## config.mk

```make
export PLATFORM = sky130hd
export DESIGN_NAME = instr_fetch_queue
export DESIGN_NICKNAME = d
export VERILOG_FILES = /design/src/rtl/fetch_pkg.sv /design/src/rtl/fetch_fifo.sv /design/src/rtl/instr_fetch_queue.sv
export SDC_FILE = /design/constraint.sdc
export NUM_CORES = 1
export LEC_CHECK = 0
export BUFFER_PORTS_ARGS = -buffer_cell sky130_fd_sc_hd__clkbuf_2
export CAP_MARGIN = 0
export CORE_MARGIN = 3
export CORE_UTILIZATION = 64
export CTS_CLUSTER_DIAMETER = 60
export DETAILED_ROUTE_END_ITERATION = 12
export GPL_ROUTABILITY_DRIVEN = 0
export PLACE_DENSITY_LB_ADDON = 0.1
export RECOVER_POWER = 100
export SLEW_MARGIN = 20
export SYNTH_ARGS = -nofsm -noshare
export SYNTH_HDL_FRONTEND = slang
export SYNTH_SLANG_ARGS = --single-unit
```

## constraint.sdc

```tcl
create_clock -name clk -period 4.9 [get_ports clk]
set_input_delay 0.245 -clock clk [delete_from_list [all_inputs] [get_ports clk]]
set_output_delay 0.245 -clock clk [all_outputs]
set_load 0.03 [all_outputs]
```

## src/rtl/fetch_pkg.sv

```systemverilog
// Shared types and constants for the per-hart instruction fetch queue.
package fetch_pkg;

    localparam int INSTR_W = 32;
    localparam int ADDR_W  = 32;

    localparam logic [ADDR_W-1:0] PC_STEP          = 32'd4;
    localparam logic [ADDR_W-1:0] RESET_PC_DEFAULT = 32'h0000_0000;

    typedef struct packed {
        logic [INSTR_W-1:0] instr;
        logic [ADDR_W-1:0]  addr;
    } fetch_entry_t;

    function automatic logic [ADDR_W-1:0] word_align(input logic [ADDR_W-1:0] a);
        return {a[ADDR_W-1:2], 2'b00};
    endfunction

endpackage

```

## src/rtl/fetch_fifo.sv

```systemverilog
// Small synchronous FIFO of fetched instruction/address pairs with a one-cycle flush.
module fetch_fifo
    import fetch_pkg::*;
#(
    parameter int DEPTH = 4
) (
    input  logic                   clk,
    input  logic                   reset,
    input  logic                   push,
    input  fetch_entry_t           push_data,
    input  logic                   pop,
    input  logic                   flush,
    output fetch_entry_t           head,
    output logic [$clog2(DEPTH):0] count
);

    localparam int AW = $clog2(DEPTH);
    localparam int CW = AW + 1;

    fetch_entry_t  mem [DEPTH];
    logic [AW-1:0] wr_ptr;
    logic [AW-1:0] rd_ptr;

    // Flush wins over push/pop; callers never pop an empty or push a full FIFO.
    always_ff @(posedge clk or negedge reset) begin
        if (!reset) begin
            wr_ptr <= '0;
            rd_ptr <= '0;
            count  <= '0;
            for (int i = 0; i < DEPTH; i++) begin
                mem[i] <= '0;
            end
        end else if (flush) begin
            wr_ptr <= '0;
            rd_ptr <= '0;
            count  <= '0;
        end else begin
            if (push) begin
                mem[wr_ptr] <= push_data;
                wr_ptr      <= wr_ptr + AW'(1);
            end
            if (pop) begin
                rd_ptr <= rd_ptr + AW'(1);
            end
            case ({push, pop})
                2'b10:   count <= count + CW'(1);
                2'b01:   count <= count - CW'(1);
                default: count <= count;
            endcase
        end
    end

    assign head = mem[rd_ptr];

endmodule

```

## src/rtl/instr_fetch_queue.sv

```systemverilog
// Per-hart fetch stage: sequential word fetch, response buffering and branch redirect with stale-drop.
module instr_fetch_queue
    import fetch_pkg::*;
#(
    parameter int          DEPTH    = 4,
    parameter logic [31:0] RESET_PC = RESET_PC_DEFAULT
) (
    input  logic                   clk,
    input  logic                   reset,
    output logic                   imem_req_valid,
    input  logic                   imem_req_ready,
    output logic [31:0]            imem_req_addr,
    input  logic                   imem_resp_valid,
    input  logic [31:0]            imem_resp_data,
    input  logic                   redirect_valid,
    input  logic [31:0]            redirect_addr,
    output logic                   cmd_valid,
    output logic [31:0]            cmd,
    output logic [31:0]            cmd_addr,
    input  logic                   cmd_take,
    output logic [$clog2(DEPTH):0] occupancy
);

    localparam int CW = $clog2(DEPTH) + 1;
    // Headroom so back-to-back redirects can accumulate several rounds of stale responses.
    localparam int DW = CW + 4;

    logic [ADDR_W-1:0] pc;
    logic [ADDR_W-1:0] resp_pc;
    logic [CW-1:0]     count;
    logic [CW-1:0]     inflight;
    logic [DW-1:0]     drop_cnt;
    logic [CW:0]       credits_used;
    logic              accept;
    logic              resp_drop;
    logic              push;
    logic              pop;
    fetch_entry_t      push_data;
    fetch_entry_t      head;

    assign credits_used   = {1'b0, count} + {1'b0, inflight};
    assign imem_req_valid = reset & ~redirect_valid & (credits_used < (CW+1)'(DEPTH));
    assign imem_req_addr  = pc;
    assign accept         = imem_req_valid & imem_req_ready;

    assign resp_drop = imem_resp_valid & (drop_cnt != '0);
    assign push      = imem_resp_valid & (drop_cnt == '0) & ~redirect_valid;

    assign cmd_valid = (count != '0) & ~redirect_valid;
    assign pop       = cmd_valid & cmd_take;

    assign push_data.instr = imem_resp_data;
    assign push_data.addr  = resp_pc;

    // Any response seen during a redirect is stale, whether it was already counted as a drop or still in flight.
    always_ff @(posedge clk or negedge reset) begin
        if (!reset) begin
            pc       <= RESET_PC;
            resp_pc  <= RESET_PC;
            inflight <= '0;
            drop_cnt <= '0;
        end else if (redirect_valid) begin
            pc       <= word_align(redirect_addr);
            resp_pc  <= word_align(redirect_addr);
            inflight <= '0;
            drop_cnt <= drop_cnt + DW'(inflight) - DW'(imem_resp_valid);
        end else begin
            if (accept) begin
                pc <= pc + PC_STEP;
            end
            if (push) begin
                resp_pc <= resp_pc + PC_STEP;
            end
            if (resp_drop) begin
                drop_cnt <= drop_cnt - DW'(1);
            end
            case ({accept, push})
                2'b10:   inflight <= inflight + CW'(1);
                2'b01:   inflight <= inflight - CW'(1);
                default: inflight <= inflight;
            endcase
        end
    end

    fetch_fifo #(
        .DEPTH(DEPTH)
    ) u_fifo (
        .clk       (clk),
        .reset     (reset),
        .push      (push),
        .push_data (push_data),
        .pop       (pop),
        .flush     (redirect_valid),
        .head      (head),
        .count     (count)
    );

    assign cmd       = head.instr;
    assign cmd_addr  = head.addr;
    assign occupancy = count;

endmodule

```

-- After elaboration in Yosys (flattened, before gate mapping)
Index checks and enable logic that the tools add are counted.
- magnitude comparators: 4
- multipliers: 0
- shift-type cells: 0
- equality and inequality tests: 4
- muxes and demuxes: 20
- bitwise operators: 11
- reduce and logical (&&, ||, !) cells: 11
- divide/modulo/power cells: 0
- add/subtract/negate cells: 12
- operators by type and width (kind ; number):
    $bwmux W256 ; 1
    $mux W64 ; 3
    $bmux W64 S2 ; 1
    $demux W64 S2 ; 1
    $mux W32 ; 4
    $add A32 B3 Y32 const B ; 2
    $mux W7 ; 2
    $pmux W3 S2 ; 2
    $reduce_bool A3 Y1 ; 3
    $and A1 B1 Y1 ; 8
    $mux W2 ; 4
    $reduce_bool A2 Y1 ; 4
    $add A7 B3 Y7 ; 1
    $logic_not A7 Y1 ; 1
    $reduce_bool A7 Y1 ; 1
    $sub A7 B1 Y7 ; 1
    $sub A7 B1 Y7 const B ; 1
    $add A3 B1 Y3 const B ; 2
    $ge A3 B3 Y1 const B ; 2
    $mux W3 ; 2
    $not A2 Y3 ; 2
    $sub A3 B1 Y3 const B ; 2
    $add A2 B1 Y2 const B ; 2
    $add A3 B3 Y4 ; 1
    7 further kinds ; 9
- logic and storage cells: 77
- RAM bits: 0
- flip-flop bits (word level): 337
- bits in latches: 0
- input bits: 70
- memories: 0
- output and inout bits: 101
- bits in read-only memories: 0

-- Depth between registers and ports, before layout
Gate-level depths: netlist of the first run.
- depth in word-level cells: 7
- mapped depth: 11
- depth with buffers taken out: 11

-- Cells and area by module
From an unflattened synthesis of the first run, not the netlist that was laid out.
- cells, all modules: 1131
- area, all modules: 16883.7 um^2
- modules (own cells, without submodules) (module ; instances ; cells each ; area each (um^2) ; sequential area each (um^2)):
    fetch_fifo ; 1 ; 656 ; 12554.5 ; 6581.3
    instr_fetch_queue ; 1 ; 475 ; 4329.2 ; 1751.7

-- Least setup slack after synthesis of the first run
Ideal clock, no wire load.
- path kind: register -> register
- from: register u_fifo.count[2]
- to: register inflight[2]
- arrival: 2697 ps
- clock period less this slack: 2826 ps
- data required time: 4771 ps
- path buffers: 2
- cell stages (with the launch flop): 11
- slack: 2074 ps
- library setup time: 129 ps
- path through: dfrtp_1 ha_1 nor4b_1 and4_1 clkbuf_1 clkbuf_1 nor3_1 fa_1 and3_1 o211ai_1 o31ai_1
- cells in the longest elaborated chain, start to end: 7
- elaborated cells between the ends (all ways): 9
- those cells by class: 1 x add/sub; 1 x order compare; 2 x eq/ne; 2 x mux; 2 x bitwise; 1 x reduce/logical
- RTL lines (element ; RTL line ; text):
    start, declared ; fetch_fifo.sv:14 ; output logic [$clog2(DEPTH):0] count
    start signal, assigned ; fetch_fifo.sv:46 ; 2'b10: count <= count + CW'(1);
    start signal, assigned ; fetch_fifo.sv:47 ; 2'b01: count <= count - CW'(1);
    start signal, assigned ; fetch_fifo.sv:48 ; default: count <= count;
    $add A3 B3 Y4 * ; instr_fetch_queue.sv:41 ; assign credits_used = {1'b0, count} + {1'b0, inflight};
    $lt A4 B3 Y1 * ; instr_fetch_queue.sv:42 ; assign imem_req_valid = reset & ~redirect_valid & (credits_used < (CW+1)'(DEPTH));
    $and A1 B1 Y1 * ; instr_fetch_queue.sv:42 ;
    $and A1 B1 Y1 * ; instr_fetch_queue.sv:44 ; assign accept = imem_req_valid & imem_req_ready;
    $eq A2 B1 Y1 / $eq A2 B2 Y1 (equally long branches) ; instr_fetch_queue.sv:77 ; case ({accept, push})
    $pmux W3 S2 ; instr_fetch_queue.sv:77 ;
    $mux W3 ; instr_fetch_queue.sv:62 ; end else if (redirect_valid) begin
    end signal, assigned ; instr_fetch_queue.sv:78 ; 2'b10: inflight <= inflight + CW'(1);
    end signal, assigned ; instr_fetch_queue.sv:79 ; 2'b01: inflight <= inflight - CW'(1);
    end signal, assigned ; instr_fetch_queue.sv:80 ; default: inflight <= inflight;
    end, declared ; instr_fetch_queue.sv:31 ; logic [CW-1:0] inflight;
Every way passes the cells marked *; elsewhere a longest branch is shown, timed or not.
A chain may end at the register's enable or synchronous reset.

-- Worst setup path in the final report of the first run
- from: register u_fifo.rd_ptr[1]
- to: output cmd_addr[11]
- cells in the longest elaborated chain, start to end: 4
- RTL lines (element ; RTL line ; text):
    start, declared ; fetch_fifo.sv:22 ; logic [AW-1:0] rd_ptr;
    start signal, assigned ; fetch_fifo.sv:43 ; rd_ptr <= rd_ptr + AW'(1);
    $not A2 Y3 (implied by the code) ; fetch_fifo.sv:53 ; assign head = mem[rd_ptr];
    $bmux W64 S2 ; fetch_fifo.sv:53 ;
    $mux W64 (implied by the code) (2 in a row) ; fetch_fifo.sv:53 ;
    end, declared ; instr_fetch_queue.sv:19 ; output logic [31:0] cmd_addr,
Every way passes these cells. The select of a mux whose other input is x is not followed.

==> results.toml, run 1 <==
[run_status]
outcome = "finished, violations left"
violations = "capacitance limit, slew limit"

[clocking]
clk_path_buf_depth = 3
root_buffer = "clkbuf_16"
cts_setup_buffers = 0
clk_latency_ns = 0.50
cts.sinks = 325
cts_max_level = 2
cts_tree = "yes"
cts_inserted_buffers = 35
cts-resized-gates = 0
clk_pin_slew_ns = 0.06

[drt]
via_per_inst = 6.10
routed_wl_um = 33400
drt_iter0_drc = 541
drt-wirelength-per-cell_um = 20.3
drtAntennaViolNets = 0
drt_first_pass_iters = 5
via_count = 10000
drc = 0

[yosys]
synth-async-reset-ratio_pct = 100
ys_warn_count = 0
synth_edf_count = 0
syn_inst = 1155
synth_top_area_share_pct = 52.6
synth_most_common_cell = "dfrtp_1"
synth_area_leaders = "dfrtp_1 53%, mux2_2 18%, mux4_2 9.0%"
synth_area_um2 = 15500
ys_dominant_reg_cell = "dfrtp_1"
synth_cell_type_count = 53
yosysSeqAreaShare_pct = 52.6
synthTopCellsByCount = "325 x dfrtp_1, 252 x mux2_2, 62 x mux4_2"
avgSynthCellArea_um2 = 13.4
synth_area_leader_cell = "dfrtp_1"
ys_seq_elements = 325

[setup_path]
worstSetupPathType = "flip-flop to primary output"
crit_path_start = "u_fifo.rd_ptr[1]$_DFFE_PN0P_"
end_kind = "primary output"
r2r-start = "drop_cnt[0]$_DFFE_PN0P_"
critPathLaunchType = "flip-flop"
critPathRequiredTime_ns = 4.66
crit_arrival_ns = 3.61
worst-path-max-fanout = 33

[timing]
fin_crit_sh_pct = 78.7
slew_violations = 101
rsz0062_at_grt = "false"
max-slew-margin-rel_pct = -16.4
finalSetupTns_ns = 0
finalSetupViolCount = 0
min_period_ns = 3.86
fin_skew_ns = 0.0171
tightest_slew_ns = 1.75
max_freq_ghz = 0.259
hold_viol = 0

[floorplan]
rows = 56
die-area_um2 = 26100
initial_utilization_pct = 65.5
die-height_um = 161
die_width_um = 161
io-pin-count = 171
coreArea_um2 = 23600

[global_route]
grt_pass1_wl_um = 54700
grtUsageTotal_pct = 26.1
antenna_found_initial = 0
grt_max_degree = 150
grt.overflow.total = 0
grt_pass1_vias = 10400

[cells_and_area]
fin_util_pct = 74.2
fillerInstances = 1620
area_growth_syn_to_layout_pct = 13.2
n_antenna_cell = 0
layout-drive-gt1-share_pct = 34.0
design_area_um2 = 17500
fin_nets = 1399

[power_and_ir_drop]
swShare_pct = 31.3
finalPower_uw = 7470
intPower_uw = 5130
power.density_nw_per_um2 = 426
p_switching_uw = 2340
seqPwrFrac_pct = 42.9
ir_drop_mv = 0.318
p_leak_uw = 0.00807
pwr-share-clk_pct = 33.0
power_frac_comb_pct = 24.1

[placement]
place_area_um2 = 16500
io_buffer_count = 164
dpl.hpwl_um = 21300

[hold_path]
min-delay-start = "redirect_addr[21]"
min_path_type = "input port to flip-flop"

[flow_run]
cap_viol_max_count = 2
==> path summary, 6_finish.rpt <==
check                                         endpoint  slack, ns  depth (start not counted)
min reg2reg                u_fifo.mem[116]$_DFFE_PN0P_       0.50                          1
max reg2reg                u_fifo.mem[100]$_DFFE_PN0P_       1.24                          8
max in group asynchronous    u_fifo.mem[8]$_DFFE_PN0P_       2.10                          4
min                            resp_pc[21]$_DFFE_PN0N_      0.002                          3
max                                       cmd_addr[11]       1.04                          3
min in group asynchronous  u_fifo.mem[219]$_DFFE_PN0P_       0.24                          2
==> worst max-delay path, stage by stage (launching register included) <==
cell	delay [ns]
dfrtp_1	1.38
clkbuf_2	0.94
mux4_2	0.36
clkbuf_1	0.43
==> layout by cell type, fill, tap and decap left out, types with 5 or more instances in the layout <==
master,synthesis,final
ha_1,22,22
xnor2_1,36,36
inv_1,34,34
nand3_1,41,41
o211ai_1,12,12
clkbuf_16,0,35
mux4_2,62,62
o311ai_0,8,8
clkinv_2,0,6
o21ai_0,41,41
clkbuf_1,34,107
dfrtp_1,325,324
nor4_1,16,16
or3_1,5,5
nor2_1,24,24
nor3_1,15,15
dlygate4sd3_1,0,6
xor2_1,8,8
and3_1,17,13
a21oi_1,14,14
nand2_1,60,60
clkbuf_2,0,70
and4_1,7,7
a31oi_1,6,6
or4_1,5,5
mux2_2,252,252
nand4_1,15,15
nand2b_1,5,5
clkbuf_8,0,6
buf_4,4,6
a21boi_0,4,5
==> cell families (layout without fill, tap and decap cells) <==
family          count (synthesis)  count (layout)  synth area share [%]
other cells                     1               4                0.0242
simple gates                  224             224                  7.60
flops                         325             325                  52.6
xor+xnor                       44              44                  2.49
mux                           318             318                  27.6
compound gates                108             108                  4.51
buf+inv                       110             277                  3.00
fa+ha+maj                      25              25                  2.17
==> layer usage <==
metal / vias to the layer above / track usage (%) / part of all wire [%] / routed length, um
met1: 5184 / 35.8 / 43 / 14500
met3: 61 / 4.05 / 4.5 / 1500
met5: - / 0 / 0 / 0
met4: 0 / 7.27 / 2.5 / 820
met2: 247 / 44.1 / 50 / 16600
li1: 4543 / - / - / -
==> power groups by stage <==
stage                     combinational (uW)  sequential [uW]  clock (uW)
after detailed placement                1860             3250           0
final                                   1800             3210        2460
after global routing                    1960             3240        2630
after CTS                               1880             3210        2520
after global placement                  1820             3240           0
after floorplan                         1340             3210           0
==> area by class of cell <==
cell class | instances | area [um2] | share of cell area, %
clock buffers | 50 | 992 | 5.67
multi-input cells | 723 | 6870 | 39.2
clock inverters | 8 | 68.8 | 0.393
inverters | 34 | 128 | 0.729
flip-flops and latches | 325 | 8140 | 46.5
repair buffers | 185 | 918 | 5.24
well taps | 319 | 399 | 2.28
==> flip-flops by register name (all words and copies together), names as in the netlist <==
signal and cells:
drop_cnt 7, imem_req_addr 30, inflight 3, resp_pc 30, u_fifo.count 3, u_fifo.mem 248, u_fifo.rd_ptr 2, u_fifo.wr_ptr 2
==> metrics by stage <==
step                      cells  setup WS (ns)  hold WS, ns
final                      1644           1.04      0.00191
after global routing       1644          0.930      0.00938
after CTS                  1644           1.78    0.0000974
after detailed placement   1580           1.79        0.177
after global placement     1580           1.83        0.173
after floorplan            1158           2.07      -0.0506
==> timing repair <==
action | in CTS | in global routing
hold buffers | 6 | 0
hold endpoints to repair | 54 | 0
setup endpoints to repair | 0 | 0
No activity file was read; power rests on OpenSTA's default activity.
==> run 2: changes to the inputs <==
--- a/config.mk
+++ b/config.mk
@@ -5,10 +5,11 @@
 export SDC_FILE = /design/constraint.sdc
 export NUM_CORES = 1
 export LEC_CHECK = 0
+export ABC_AREA = 1
 export BUFFER_PORTS_ARGS = -buffer_cell sky130_fd_sc_hd__clkbuf_2
 export CAP_MARGIN = 0
 export CORE_MARGIN = 3
-export CORE_UTILIZATION = 64
+export CORE_UTILIZATION = 54
 export CTS_CLUSTER_DIAMETER = 60
 export DETAILED_ROUTE_END_ITERATION = 12
 export GPL_ROUTABILITY_DRIVEN = 0
==> constraint.sdc (replaced) <==
create_clock -name clk -period 3.5 [get_ports clk]
set_input_delay 0.175 -clock clk [delete_from_list [all_inputs] [get_ports clk]]
set_output_delay 0.175 -clock clk [all_outputs]
set_load 0.03 [all_outputs]
==> run 2 against run 1 <==
The flow still finishes with violations (capacitance limit, slew limit); cell area grew 7.6%; clock power grew 61%; sequential cell count is the same; critical path type is now flip-flop to flip-flop; non-clock buffer count grew 62; critical path depth grew 7; first-iteration DRC count grew 100%.
==> results.toml, run 2 <==
[drt]
routed_wl_um = 42500
via_per_inst = 5.50
via_count = 14500
drt_first_pass_iters = 5
drtAntennaViolNets = 0
drt_iter0_drc = 1095
drc = 0
drt-wirelength-per-cell_um = 16.1

[setup_path]
rrSetupSlack_ns = 0.50
critPathRequiredTime_ns = 3.86
path_delay_family = "simple AND/OR/NAND/NOR gates"
crit_arrival_ns = 3.37
slowest_delay_ns = 0.62
worstSetupPathType = "flip-flop to flip-flop"
crit_path_top_delay_cell = "clkbuf_2"
path_cells = "inv_1 > ha_1 > nand2_1 > nor2_1 > nand3_4 > nor2_4 > nand2_2 > clkbuf_2 > nand2_1 > o21ai_0"
critPathLaunchType = "flip-flop"
crit_path_frequent_cell = "nand2_1"
critPathBufInv = 2
end_kind = "flip-flop"
worst-path-max-fanout = 46

[global_route]
grt_pass1_vias = 14000
grt_pass1_wl_um = 69900
grt.overflow.total = 0
grt_max_degree = 146
antenna_found_initial = 0
grtUsageTotal_pct = 25.7

[power_and_ir_drop]
power.density_nw_per_um2 = 662
p_leak_uw = 0.00890
ir_drop_mv = 0.374

[floorplan]
initial_utilization_pct = 55.8
die-area_um2 = 32200
die-height_um = 180
io-pin-count = 171
die_width_um = 180
coreArea_um2 = 29200
rows = 62

[yosys]
synth_area_leaders = "dfrtp_1 50%, nand2_1 12%, o21ai_0 7.2%"
synth_top_area_share_pct = 50.0
synthTopCellsByCount = "536 x nand2_1, 325 x dfrtp_1, 237 x nor2_1"
synth_area_leader_cell = "dfrtp_1"
ys_dominant_reg_cell = "dfrtp_1"
synth_edf_count = 0
synth_area_um2 = 16300
ys_seq_elements = 325
syn_inst = 2051
yosysSeqAreaShare_pct = 50.0
avgSynthCellArea_um2 = 7.93
synth_most_common_cell = "nand2_1"
ys_warn_count = 0
synth-async-reset-ratio_pct = 100
synth_cell_type_count = 40

[timing]
finalSetupTns_ns = 0
fin_hold_ws_ns = 0.0503
tightest_slew_ns = 2.13
rsz0062_at_grt = "false"
finalSetupViolCount = 0
fin_skew_ns = 0.0205
max_freq_ghz = 0.333
min_period_ns = 3.00
slew_violations = 109
fin_crit_sh_pct = 85.8
hold_viol = 0
max-slew-margin-rel_pct = -41.8

[cells_and_area]
layout_commonest_cell = "nand2_1"
top_register = "u_fifo.mem"
largest_register_ffs = 248
n_antenna_cell = 0
fin_nets = 2321
final_cells = 2634
fin_util_pct = 64.6
fillerInstances = 2590
layout_common_cells = "536 x nand2_1, 405 x o21ai_0, 323 x dfrtp_1, 238 x nor2_1, 149 x inv_1"
area_growth_syn_to_layout_pct = 15.9
layout-drive-gt1-share_pct = 7.16

[clocking]
cts-resized-gates = 0
root_buffer = "clkbuf_16"
cts.sinks = 325
cts_inserted_buffers = 38
cts_max_level = 2
cts_setup_buffers = 0
clk_path_buf_depth = 3
cts_tree = "yes"
clk_latency_ns = 0.52
clk_pin_slew_ns = 0.06

[placement]
io_buffer_count = 164
dp_cells = 2512
dpl.hpwl_um = 27100

[run_status]
outcome = "finished, violations left"
violations = "capacitance limit, slew limit"

[flow_run]
cap_viol_max_count = 2

[hold_path]
min_path_type = "input port to flip-flop"
==> run 2: changes by cell type after synthesis, sizes merged, moves of 117 or more <==
cell,previous run,this run
o21ai,41,417
inv,34,151
nand2,60,540
nor2,24,241
mux2,252,0
==> run 2: layout make-up <==
cell class	instances	area [um2]	share of cell area, %
Tap cell	384	480	2.55
Clock inverter	8	150	0.797
Sequential cell	325	8140	43.2
Multi-Input combinational cell	1461	6880	36.5
Clock buffer	56	1110	5.89
Timing Repair Buffer	247	1510	8.01
Inverter	153	576	3.05
==> run 2: worst reg2reg max path, delay by kind of cell, from the launching register on <==
| family | cells | cell delay [ns] |
|---|---|---|
| AOI/OAI and AO/OA | 1 | 0.09 |
| adders and majority gates | 1 | 0.19 |
| buffers and inverters | 2 | 0.79 |
| DFF | 1 | 0.40 |
| and+or+nand+nor | 6 | 1.39 |
==> run 2: worst paths after layout <==
check,startpoint,endpoint,cells past startpoint
max in group asynchronous,reset,resp_pc[27]$_DFFE_PN0N_,4
min,redirect_addr[22],imem_req_addr[22]$_DFFE_PN0N_,5
min reg2reg,u_fifo.mem[108]$_DFFE_PN0P_,u_fifo.mem[108]$_DFFE_PN0P_,2
max reg2reg,drop_cnt[4]$_DFFE_PN0P_,u_fifo.mem[53]$_DFFE_PN0P_,10
max,drop_cnt[4]$_DFFE_PN0P_,u_fifo.mem[53]$_DFFE_PN0P_,10
min in group asynchronous,reset,u_fifo.mem[251]$_DFFE_PN0P_,2
==> run 2: cell families after synthesis <==
family / Yosys count / synth area share [%]
AND/OR/NAND/NOR: 870 / 21.3
AO/OA/AOI/OAI: 531 / 17.5
flip-flops: 325 / 50.0
buffers and inverters: 268 / 7.52
XOR/XNOR: 31 / 1.67
adder cells (fa/ha/maj): 25 / 2.06
other: 1 / 0.0231
==> run 2: metal layers <==
layer  vias up  track usage, %  wire length (um)
li1       7051               -                 -
met1      6874            36.1             19100
met2       499            41.9             19700
met3        65            3.40              2660
met4         0            7.83               931
met5         -               0                 0
==> run 2: report_power, final <==
part / switching (uW) / internal (uW)
Clock: 1490 / 2480
Combinational: 2880 / 1160
Sequential: 329 / 4120
Total: 4700 / 7770
==> run 2: repair_timing <==
item / 4_1_cts / 5_1_grt
endpoints found under the hold margin: 196 / 0
hold buffers: 58 / 0
endpoints found under the setup margin: 0 / 0
==> run 2: metrics by stage <==
step           total power, uW  cell area (um2)  setup WS, ns
2_1_floorplan             7420            16300         0.663
3_3_place_gp              8590            17200         0.747
3_5_place_dp              8650            17200         0.684
4_1_cts                  12700            19100         0.665
5_1_grt                  13200            18800         0.193
6_report                 12500            18800         0.496
